File: src/rtl/time_set_if.sv
// time_set_if: button/tick inputs and strobe/mode outputs of the time-setting controller.
// Signals: tick_1hz, btn_mode, btn_up, btn_down (to controller); mode, sec_en, sec_clr,
//          min_inc, min_dec, hr_inc, hr_dec, blink (from controller).
interface time_set_if;
  logic       tick_1hz;
  logic       btn_mode;
  logic       btn_up;
  logic       btn_down;
  logic [1:0] mode;
  logic       sec_en;
  logic       sec_clr;
  logic       min_inc;
  logic       min_dec;
  logic       hr_inc;
  logic       hr_dec;
  logic       blink;

  // master drives the tick and buttons and observes the controller outputs
  modport master (
    output tick_1hz, btn_mode, btn_up, btn_down,
    input  mode, sec_en, sec_clr, min_inc, min_dec, hr_inc, hr_dec, blink
  );

  // slave is the controller itself
  modport slave (
    input  tick_1hz, btn_mode, btn_up, btn_down,
    output mode, sec_en, sec_clr, min_inc, min_dec, hr_inc, hr_dec, blink
  );
endinterface

File: src/rtl/time_set_ctrl.sv
// time_set_ctrl: RUN / SET_MIN / SET_HR clock-setting FSM with idle timeout and field blink.
// Ports: clk, reset (sync, active-low), bus (time_set_if.slave): tick/buttons in, strobes out.
// All outputs registered; each strobe is one cycle wide, one cycle after its cause.
module time_set_ctrl #(
  parameter int TIMEOUT = 30
) (
  input  logic      clk,
  input  logic      reset,
  time_set_if.slave bus
);

  // encoding doubles as the mode output
  typedef enum logic [1:0] {
    RUN     = 2'b00,
    SET_MIN = 2'b01,
    SET_HR  = 2'b10
  } state_t;

  state_t     state;
  logic [7:0] idle;
  logic       sec_en_q, sec_clr_q;
  logic       min_inc_q, min_dec_q, hr_inc_q, hr_dec_q;
  logic       blink_q;

  logic       adj_up, adj_dn, any_btn, timeout_hit;
  logic [8:0] idle_nxt;

  // up and down together cancel each other
  assign adj_up      = bus.btn_up & ~bus.btn_down;
  assign adj_dn      = bus.btn_down & ~bus.btn_up;
  assign any_btn     = bus.btn_mode | bus.btn_up | bus.btn_down;
  // the tick that would bring the idle count up to TIMEOUT is the one that exits
  assign idle_nxt    = {1'b0, idle} + 9'd1;
  assign timeout_hit = bus.tick_1hz && (idle_nxt == 9'(TIMEOUT));

  always_ff @(posedge clk) begin
    if (!reset) begin
      state     <= RUN;
      idle      <= 8'd0;
      sec_en_q  <= 1'b0;
      sec_clr_q <= 1'b0;
      min_inc_q <= 1'b0;
      min_dec_q <= 1'b0;
      hr_inc_q  <= 1'b0;
      hr_dec_q  <= 1'b0;
      blink_q   <= 1'b0;
    end else begin
      sec_en_q  <= 1'b0;
      sec_clr_q <= 1'b0;
      min_inc_q <= 1'b0;
      min_dec_q <= 1'b0;
      hr_inc_q  <= 1'b0;
      hr_dec_q  <= 1'b0;
      case (state)
        RUN: begin
          idle    <= 8'd0;
          blink_q <= 1'b0;
          if (bus.btn_mode) begin
            // entering set: zero seconds, a coincident tick is dropped
            state     <= SET_MIN;
            sec_clr_q <= 1'b1;
            blink_q   <= 1'b1;
          end else if (bus.tick_1hz) begin
            sec_en_q <= 1'b1;
          end
        end
        SET_MIN, SET_HR: begin
          if (bus.btn_mode) begin
            // mode wins over adjust and over a coincident timeout
            idle <= 8'd0;
            if (state == SET_MIN) begin
              state   <= SET_HR;
              blink_q <= 1'b1;
            end else begin
              state   <= RUN;
              blink_q <= 1'b0;
            end
          end else if (any_btn) begin
            idle <= 8'd0;
            if (adj_up || adj_dn) begin
              blink_q <= 1'b1;
              if (state == SET_MIN) begin
                min_inc_q <= adj_up;
                min_dec_q <= adj_dn;
              end else begin
                hr_inc_q <= adj_up;
                hr_dec_q <= adj_dn;
              end
            end else if (bus.tick_1hz) begin
              blink_q <= ~blink_q;
            end
          end else if (bus.tick_1hz) begin
            if (timeout_hit) begin
              state   <= RUN;
              idle    <= 8'd0;
              blink_q <= 1'b0;
            end else begin
              idle    <= idle + 8'd1;
              blink_q <= ~blink_q;
            end
          end
        end
        default: begin
          state   <= RUN;
          idle    <= 8'd0;
          blink_q <= 1'b0;
        end
      endcase
    end
  end

  assign bus.mode    = state;
  assign bus.sec_en  = sec_en_q;
  assign bus.sec_clr = sec_clr_q;
  assign bus.min_inc = min_inc_q;
  assign bus.min_dec = min_dec_q;
  assign bus.hr_inc  = hr_inc_q;
  assign bus.hr_dec  = hr_dec_q;
  assign bus.blink   = blink_q;

endmodule
File: src/flat_wrapper.sv
// flat-port wrapper written by rule: the top's interface ports become plain ports
module time_set_ctrl_flat 
#(
  parameter int TIMEOUT = 30
)
  (clk, reset, bus_tick_1hz, bus_btn_mode, bus_btn_up, bus_btn_down, bus_mode, bus_sec_en, bus_sec_clr, bus_min_inc, bus_min_dec, bus_hr_inc, bus_hr_dec, bus_blink);
  time_set_if bus_i ();
  input  logic clk;
  input  logic reset;
  input wire logic [$bits(bus_i.tick_1hz)-1:0] bus_tick_1hz;
  input wire logic [$bits(bus_i.btn_mode)-1:0] bus_btn_mode;
  input wire logic [$bits(bus_i.btn_up)-1:0] bus_btn_up;
  input wire logic [$bits(bus_i.btn_down)-1:0] bus_btn_down;
  output wire logic [$bits(bus_i.mode)-1:0] bus_mode;
  output wire logic [$bits(bus_i.sec_en)-1:0] bus_sec_en;
  output wire logic [$bits(bus_i.sec_clr)-1:0] bus_sec_clr;
  output wire logic [$bits(bus_i.min_inc)-1:0] bus_min_inc;
  output wire logic [$bits(bus_i.min_dec)-1:0] bus_min_dec;
  output wire logic [$bits(bus_i.hr_inc)-1:0] bus_hr_inc;
  output wire logic [$bits(bus_i.hr_dec)-1:0] bus_hr_dec;
  output wire logic [$bits(bus_i.blink)-1:0] bus_blink;
  assign bus_i.tick_1hz = bus_tick_1hz;
  assign bus_i.btn_mode = bus_btn_mode;
  assign bus_i.btn_up = bus_btn_up;
  assign bus_i.btn_down = bus_btn_down;
  assign bus_mode = bus_i.mode;
  assign bus_sec_en = bus_i.sec_en;
  assign bus_sec_clr = bus_i.sec_clr;
  assign bus_min_inc = bus_i.min_inc;
  assign bus_min_dec = bus_i.min_dec;
  assign bus_hr_inc = bus_i.hr_inc;
  assign bus_hr_dec = bus_i.hr_dec;
  assign bus_blink = bus_i.blink;
  time_set_ctrl #(.TIMEOUT(TIMEOUT)) u_core (.clk(clk), .reset(reset), .bus(bus_i));
endmodule
File: config.mk
export PLATFORM = sky130hd
export DESIGN_NAME = time_set_ctrl_flat
export DESIGN_NICKNAME = d
export VERILOG_FILES = /design/src/rtl/time_set_if.sv /design/src/rtl/time_set_ctrl.sv /design/src/flat_wrapper.sv
export SDC_FILE = /design/constraint.sdc
export NUM_CORES = 1
export LEC_CHECK = 0
export ABC_CLOCK_PERIOD_IN_PS = 4500
export BUFFER_PORTS_ARGS = -buffer_cell sky130_fd_sc_hd__buf_2
export CAP_MARGIN = 5
export CORE_MARGIN = 2
export CORE_UTILIZATION = 55
export CTS_BUF_LIST = sky130_fd_sc_hd__clkbuf_8
export DETAILED_ROUTE_END_ITERATION = 12
export GPL_ROUTABILITY_DRIVEN = 0
export HOLD_SLACK_MARGIN = 0.12
export PLACE_DENSITY = 0.78
export SETUP_SLACK_MARGIN = 0.05
export SYNTH_ARGS = -nofsm -noshare
export SYNTH_HDL_FRONTEND = slang
export SYNTH_SLANG_ARGS = --single-unit
File: constraint.sdc
create_clock -name clk -period 4.5 [get_ports clk]
set_input_delay 0.9 -clock clk [delete_from_list [all_inputs] [get_ports clk]]
set_output_delay 0.9 -clock clk [all_outputs]
set_load 0.05 [all_outputs]
# Yosys cells after proc, flatten, opt, wreduce, memory -nomap -nowiden
# Cells that the tools add are included.
# word_totals
in_bits	6
regBits	17
word_cells	62
# classes
n_eq_ne	9
bitwise	13
reduce_logical	11
add_sub_neg	2
mux	18
# op_table
operator	n
2-bit 2-to-1 mux	6
6-bit OR reduction	2
8-bit by 1-bit adder with 9-bit output, second input constant	1
9-bit by 5-bit == test with 1-bit output, second input constant	1
1-bit 2-to-1 mux	9
1-bit inverter	9
8-bit by 1-bit adder with 8-bit output, second input constant	1
8-bit 2-to-1 mux	1
4-bit by 3-bit != test with 1-bit output, second input constant	2
3-bit != test, second input constant	2
2-bit one-hot mux with 2 select lines	1
2-bit AND reduction	2
4-bit AND reduction	1
4-bit OR reduction	1
3-bit by 2-bit != test with 1-bit output, second input constant	1
3-bit OR reduction	1
1-bit AND	2
2-bit by 1-bit == test with 1-bit output, second input constant	1
2-bit == test, second input constant	1
2-bit logical NOT	1
2-bit != test, second input constant	1
1-bit OR	2
1-bit one-hot mux with 2 select lines	1
2-bit OR reduction	1
other kinds (2)	2

# Depth between registers and ports, before layout
# Gate-level depths: netlist of run 1.
# depth
ltp_word	8
ltp_mapped	7
ltp_nobuf	7

# Worst setup path after synthesis of run 1
# OpenSTA, ideal clock, no wires.
# synth_timing
path_type	register to register
from	register u_core.state[0] (netlist: u_core.bus.mode[0])
to	register u_core.idle[1]
t_required_ps	4407
path_stages_with_launch	7
path_slack_ps	2385
period_less_slack_ps	2115
arrival_ps	2022
path_cell_list	dfxtp_1 -> inv_1 -> ha_1 -> and2b_2 -> nand3_1 -> or3_2 -> o32ai_1
# synth_via
elab_chain_len	4
word_cells_on_any_way	5
# synth_rtl
item	line_no	source
start: declaration	time_set_ctrl.sv:19	state_t state;
start signal: assignment	time_set_ctrl.sv:38	state <= RUN;
start signal: assignment	time_set_ctrl.sv:60	state <= SET_MIN;
start signal: assignment	time_set_ctrl.sv:72	state <= SET_HR;
2-bit == test or 2-bit by 1-bit == test with 1-bit output (tied branches)	time_set_ctrl.sv:54	case (state)
2-bit OR reduction *	time_set_ctrl.sv:54	
1-bit inverter (no line) *	n/a	
4-bit OR reduction (no line) *	n/a	
end signal: assignment	time_set_ctrl.sv:98	idle <= idle + 8'd1;
end: declaration	time_set_ctrl.sv:20	logic [7:0] idle;
# Mark *: on every way between the ends. The rest lies on a longest branch, timed or not.
# A chain may end at the register's enable or synchronous reset.

# Worst setup path in the final report of run 1
# layout_timing
from	input bus_btn_up
to	register u_core.idle[1]
# layout_via
elab_chain_len	3
# layout_rtl
item	line_no	source
start: declaration	flat_wrapper.sv:12	input wire logic [$bits(bus_i.btn_up)-1:0] bus_btn_up;
1-bit OR (2 in a row)	time_set_ctrl.sv:31	assign any_btn = bus.btn_mode | bus.btn_up | bus.btn_down;
4-bit OR reduction (no line)	n/a	
# Every way passes these cells.

==> impl_metrics.csv, run 1 <==
group,metric,value,unit
run_status,status,"finished, final reports clean",
synth,netlist_area,965,µm²
synth,yosysWarnings,0,
clock_network,ctsHtreeMaxLevel,1,
clock_network,cts_resized,0,
sta,slew_violations,0,
job,cap_viol_max_count,0,
place,portBuffers,14,
detailed_routing,drt.antenna.violating_nets,0,
clock_network,tritoncts,"built",
synth,netlist_instances,114,
worst_setup_path,cp-end-kind,"flop",
floorplanning,die_w,45.9,µm
clock_network,worstSkewPairLatency,0.25,ns
layout,layout_commonest_cell,"dfxtp_1",
sta,setup_tns,0,ns
grt,antenna_found_initial,0,
sta,fmax,476,MHz
sta,setup_viol,0,
grt,grt_first_pass_wirelength,2.94,mm
sta,fin_worst_skew,0.00570,ns
clock_network,post_cts_buffers,0,
synth,synth_edf_count,0,
layout,nNetsFinal,144,
power_and_ir_drop,p_clk_frac,0.337,
layout,syn2layout_area_growth,12.3,%
synth,synthDistinctLibCells,32,
floorplanning,die-area,2100,µm²
detailed_routing,routed_via_density,5.85,
power_and_ir_drop,power.switching,0.0918,mW
synth,synth.yosys.seq_area_share,0.353,
synth,syn_area_per_cell,8.46,µm²
synth,synthArstFlopShare,0,
detailed_routing,post_drt_wl_per_cell,12.5,µm
layout,nFillCells,149,
synth,synthFlopType,"dfxtp_1",
floorplanning,core_area,1690,µm²
sta,rsz0062_at_grt,"false",
synth,ys_ff_latch,17,
floorplanning,initial_utilization,0.571,
clock_network,ctsLongestPathBuffers,2,
worst_setup_path,required,4.66,ns
power_and_ir_drop,switching_share,0.282,
floorplanning,ioPinCount,15,
layout,fin_cells,147,
clock_network,cts_root_buffer,"clkbuf_8",
power_and_ir_drop,cellPowerDensity,301,nW/µm²
detailed_routing,drt_first_pass_iters,4,
power_and_ir_drop,pwr-share-comb,0.177,
power_and_ir_drop,p_leak,0.442,nW
layout,num_antenna_cells,0,
place,dp_cells,143,
worst_setup_path,crit_type,"input port to flop",
min_path,hp-class,"flop to flop",
sta,slew_headroom,0.658,
layout,register_area,340,µm²
worst_setup_path,critPathLaunchType,"input port",
clock_network,clk_pin_slew_worst_paths,0.06,ns
sta,finalHoldViolCount,0,
sta,fin_crit_sh,0.467,
detailed_routing,drc,0,
floorplanning,dieHeight,45.9,µm
sta,tightest_slew,0.510,ns
grt,grt_pass1_vias,665,
place,place_hpwl,1.38,mm
grt,grt_start_max_net_pins,11,
clock_network,holdBufCountCts,0,
power_and_ir_drop,seq_power_share,0.486,
grt,overflow,0,
worst_setup_path,crit_fanout,10,
clock_network,cts_inserted_buffers,3,
worst_setup_path,cp.arrival,2.26,ns
worst_setup_path,rrSetupSlack,2.41,ns
detailed_routing,num_vias,860,
synth,synth_nets,127,
power_and_ir_drop,ir_drop,0.000322,V
layout,mostFrequentLayoutCells,"17 x dfxtp_1, 14 x buf_2, 10 x nand2_1",
detailed_routing,dr.first_iter.drc_count,24,
floorplanning,rows,15,
detailed_routing,routed_wl,1.84,mm
sta,period_needed,2.10,ns
layout,multi_input_area,576,µm²
layout,drive_gt1_frac,0.185,
power_and_ir_drop,intPower,0.234,mW
grt,grt_util_all_layers,0.194,
clock_network,cts_sinks,17,
==> registers in the layout, summed over array words and instances, names as in the netlist <==
| signal | flops |
|---|---|
| u_core.bus.sec_en | 1 |
| u_core.idle | 8 |
| u_core.bus.min_inc | 1 |
| u_core.bus.blink | 1 |
| u_core.bus.hr_inc | 1 |
| u_core.bus.min_dec | 1 |
| u_core.bus.sec_clr | 1 |
| u_core.bus.mode | 2 |
| u_core.bus.hr_dec | 1 |
==> path summary, 6_finish.rpt <==
| kind | startpoint | end | cells past startpoint |
|---|---|---|---|
| min reg2reg | u_core.idle[4]$_SDFFE_PP0P_ | u_core.idle[4]$_SDFFE_PP0P_ | 2 |
| min | u_core.idle[4]$_SDFFE_PP0P_ | u_core.idle[4]$_SDFFE_PP0P_ | 2 |
| max reg2reg | u_core.idle[0]$_SDFFE_PP0P_ | u_core.bus.mode[0]$_SDFFE_PN0P_ | 6 |
| max | bus_btn_up | u_core.idle[1]$_SDFFE_PP0P_ | 5 |
==> power groups by stage <==
stage,registers [mW],logic [mW],clock network [mW]
floorplan,0.176,0.0290,0
detailed placement,0.162,0.0565,0
global placement,0.161,0.0553,0
global route,0.159,0.0625,0.122
finish,0.158,0.0577,0.110
CTS,0.158,0.0568,0.114
==> layer usage <==
| layer | wire length [µm] | track usage |
|---|---|---|
| met1 | 916 | 0.282 |
| met2 | 796 | 0.253 |
| met3 | 97 | 0.0833 |
| met4 | 32 | 0.0571 |
| met5 | 0 | 0 |
==> critical path, stage by stage <==
cell and delay (ns):
buf_2 0.13, nor2_1 0.29, nand3_1 0.33, or3_2 0.50, o32ai_1 0.11
==> layout make-up <==
| cell class | count | share of cell area |
|---|---|---|
| Clock buffer | 3 | 0.0381 |
| Clock inverter | 1 | 0.00462 |
| Inverter | 8 | 0.0277 |
| Multi-Input combinational cell | 87 | 0.531 |
| Sequential cell | 17 | 0.314 |
| Tap cell | 17 | 0.0196 |
| Timing Repair Buffer | 14 | 0.0647 |
==> metrics by stage <==
stage	total power [mW]	util	setup slack (ns)	hold slack (ns)	instance area (µm²)
floorplan	0.205	-	2.39	0.504	965
global placement	0.217	0.614	2.24	0.541	1040
detailed placement	0.218	0.614	2.16	0.547	1040
CTS	0.329	0.641	2.42	0.557	1080
global route	0.343	0.641	2.27	0.600	1080
finish	0.326	0.641	2.40	0.555	1080
==> synthesized netlist by cell type, types with 2 or more instances <==
cell type / number / area (µm²)
and3_1: 5 / 31.3
xnor2_1: 3 / 26.3
nand2_1: 10 / 37.5
ha_1: 7 / 87.6
inv_1: 7 / 26.3
nor2_1: 8 / 30.0
nand3_1: 7 / 35.0
or3_2: 2 / 15.0
a31oi_1: 4 / 25.0
o21ai_0: 6 / 30.0
nor3b_1: 2 / 15.0
nor3_1: 7 / 35.0
nor4_1: 3 / 18.8
dfxtp_1: 17 / 340
or3_1: 3 / 18.8
a21oi_1: 7 / 35.0
==> cells by family (layout without fill, tap and decap cells) <==
group | count (synthesis) | count (layout) | share of synthesized area
buf+inv | 10 | 26 | 0.0506
flops | 17 | 17 | 0.353
compound gates | 25 | 25 | 0.156
xor+xnor | 3 | 3 | 0.0272
simple gates | 52 | 52 | 0.323
fa+ha+maj | 7 | 7 | 0.0908
Power figures use the tool's default switching activity.
==> run 2: changes to the inputs <==
--- a/config.mk
+++ b/config.mk
@@ -5,7 +5,8 @@
 export SDC_FILE = /design/constraint.sdc
 export NUM_CORES = 1
 export LEC_CHECK = 0
-export ABC_CLOCK_PERIOD_IN_PS = 4500
+export ABC_AREA = 1
+export ABC_CLOCK_PERIOD_IN_PS = 2000
 export BUFFER_PORTS_ARGS = -buffer_cell sky130_fd_sc_hd__buf_2
 export CAP_MARGIN = 5
 export CORE_MARGIN = 2
==> constraint.sdc (replaced) <==
create_clock -name clk -period 2 [get_ports clk]
set_input_delay 0.4 -clock clk [delete_from_list [all_inputs] [get_ports clk]]
set_output_delay 0.4 -clock clk [all_outputs]
set_load 0.05 [all_outputs]
==> run 2 against run 1 <==
Against the previous run:
- die area down 1.1%
- wire length grew 8.1%
- utilization rose by 0.95 points
- flip-flop and latch count unchanged
- critical path depth rose by 9
- first-iteration DRC count is 33% higher
- largest cell class unchanged
- sequential share of layout area fell by 0.11 points
- non-clock buffer count unchanged
- synthesized cell count is 18% higher
- worst setup slack lost 2.2 ns
- clock skew is 0.0026 ns lower
==> impl_metrics.csv, run 2 <==
group,metric,value,unit
run_status,status,"finished, final reports clean",
detailed_routing,post_drt_wl_per_cell,11.8,µm
layout,drive_gt1_frac,0.204,
floorplanning,die_w,45.6,µm
clock_network,cts_sinks,17,
floorplanning,dieHeight,45.6,µm
layout,num_antenna_cells,0,
clock_network,cts_resized,0,
grt,overflow,0,
synth,yosysWarnings,0,
clock_network,cts_root_buffer,"clkbuf_8",
clock_network,ctsHtreeMaxLevel,1,
grt,grt_start_max_net_pins,12,
floorplanning,core_area,1670,µm²
floorplanning,die-area,2080,µm²
sta,tightest_slew,0.343,ns
synth,syn_area_per_cell,7.06,µm²
worst_setup_path,cp-end-kind,"flop",
synth,synthFlopType,"dfxtp_1",
sta,slew_headroom,0.771,
place,place_hpwl,1.51,mm
synth,yosysMostFrequentCell,"nand2_1",
worst_setup_path,crit_type,"flop to flop",
sta,fmax,564,MHz
synth,synthArstFlopShare,0,
sta,setup_tns,0,ns
synth,synthDistinctLibCells,23,
floorplanning,ioPinCount,15,
grt,grt_util_all_layers,0.216,
synth,netlist_instances,135,
sta,setup_viol,0,
synth,synth_common_cells,"29 x nand2_1, 25 x inv_1, 17 x dfxtp_1",
layout,nNetsFinal,166,
power_and_ir_drop,p_leak,0.536,nW
layout,layout_commonest_cell,"nand2_1",
sta,fin_worst_skew,0.00311,ns
layout,top_register,"u_core.idle",
synth,synth_nets,148,
clock_network,holdBufCountCts,0,
detailed_routing,drc,0,
synth,ys_ff_latch,17,
min_path,hp-class,"input port to flop",
sta,finalHoldViolCount,0,
layout,largest_reg_flops,8,
clock_network,post_cts_buffers,0,
layout,mostFrequentLayoutCells,"29 x nand2_1, 25 x inv_1, 17 x dfxtp_1",
grt,grt_pass1_vias,767,
clock_network,ctsLongestPathBuffers,2,
detailed_routing,dr.first_iter.drc_count,32,
sta,fin_crit_sh,0.886,
worst_setup_path,crit_fanout,6,
synth,synth_top_cell_by_area,"dfxtp_1",
worst_setup_path,required,2.14,ns
place,dp_cells,165,
synth,synth.yosys.seq_area_share,0.357,
clock_network,clk_pin_slew_worst_paths,0.07,ns
detailed_routing,drt_first_pass_iters,4,
sta,period_needed,1.77,ns
worst_setup_path,cp.arrival,1.91,ns
clock_network,cts_inserted_buffers,3,
floorplanning,initial_utilization,0.571,
place,portBuffers,14,
detailed_routing,drt.antenna.violating_nets,0,
sta,slew_violations,0,
power_and_ir_drop,cellPowerDensity,652,nW/µm²
floorplanning,rows,15,
clock_network,worstSkewPairLatency,0.25,ns
detailed_routing,routed_wl,1.99,mm
grt,antenna_found_initial,0,
layout,fin_cells,169,
detailed_routing,routed_via_density,5.20,
synth,synth_edf_count,0,
detailed_routing,num_vias,878,
synth,netlist_area,953,µm²
grt,grt_first_pass_wirelength,3.17,mm
synth,synth_top_area_frac,0.357,
sta,rsz0062_at_grt,"false",
power_and_ir_drop,ir_drop,0.000620,V
synth,synthTopCellsByArea,"dfxtp_1 36%, nand2_1 11%, inv_1 9.8%, ha_1 9.2%, nor2_1 5.1%",
layout,syn2layout_area_growth,14.0,%
clock_network,tritoncts,"built",
job,cap_viol_max_count,0,
worst_setup_path,critPathLaunchType,"flop",
run 2: layout make-up:
| type | instances | area [µm²] |
|---|---|---|
| inverters | 25 | 93.8 |
| clock inverters | 1 | 5.00 |
| repair buffers | 14 | 70.1 |
| multi-input cells | 92 | 515 |
| fillers | 164 | 583 |
| clock buffers | 3 | 41.3 |
| flip-flops and latches | 17 | 340 |
| well taps | 17 | 21.3 |
run 2: final timing paths:
check	start	endpoint	slack (ns)	cells past startpoint
setup / recovery	u_core.idle[0]$_SDFFE_PP0P_	u_core.bus.blink$_SDFFE_PN0P_	0.23	14
hold / removal	bus_tick_1hz	u_core.idle[0]$_SDFFE_PP0P_	0.43	2
setup reg to reg	u_core.idle[0]$_SDFFE_PP0P_	u_core.bus.blink$_SDFFE_PN0P_	0.23	14
hold reg to reg	u_core.bus.blink$_SDFFE_PN0P_	u_core.bus.blink$_SDFFE_PN0P_	0.50	2
run 2: per-stage QoR:
stage               area, µm²  hold slack, ns   util  power [mW]  setup WS (ns)
global route             1090           0.429  0.651       0.743         0.0550
global placement         1040           0.480  0.623       0.456          0.314
floorplan                 953           0.470      -       0.432          0.185
finish                   1090           0.429  0.651       0.708          0.227
detailed placement       1040           0.479  0.623       0.461          0.250
CTS                      1090           0.425  0.651       0.719          0.230
run 2: power by group:
group / internal [mW] / switching, mW
Combinational: 0.0285 / 0.0733
Sequential: 0.347 / 0.00582
Clock: 0.138 / 0.116
Total: 0.513 / 0.195
run 2: logic make-up after synthesis:
kind of cell / Yosys count / share of synthesized area
adder cells (fa/ha/maj): 7 / 0.0919
flip-flops: 17 / 0.357
AND/OR/NAND/NOR: 67 / 0.341
AO/OA/AOI/OAI: 18 / 0.108
buffers and inverters: 26 / 0.102
run 2: worst max-delay path: stages (launching register included):
cell and delay, ns:
dfxtp_1 0.44, ha_1 0.24, nand2_2 0.09, nor2_2 0.12, nand2_1 0.06, nand2_1 0.06, nand2_2 0.07, nor2_4 0.14
nand3_2 0.09, nand2_1 0.07, nand2_1 0.04, nand2_1 0.05, nand2_1 0.06, nand2_1 0.07, a21oi_2 0.05
run 2: routing by layer:
| layer | GRT usage | part of all wire | vias to the layer above |
|---|---|---|---|
| li1 | - | - | 462 |
| met1 | 0.249 | 0.42 | 395 |
| met2 | 0.383 | 0.52 | 19 |
| met3 | 0.0516 | 0.044 | 2 |
| met4 | 0.0706 | 0.0065 | 0 |
| met5 | 0 | 0 | - |
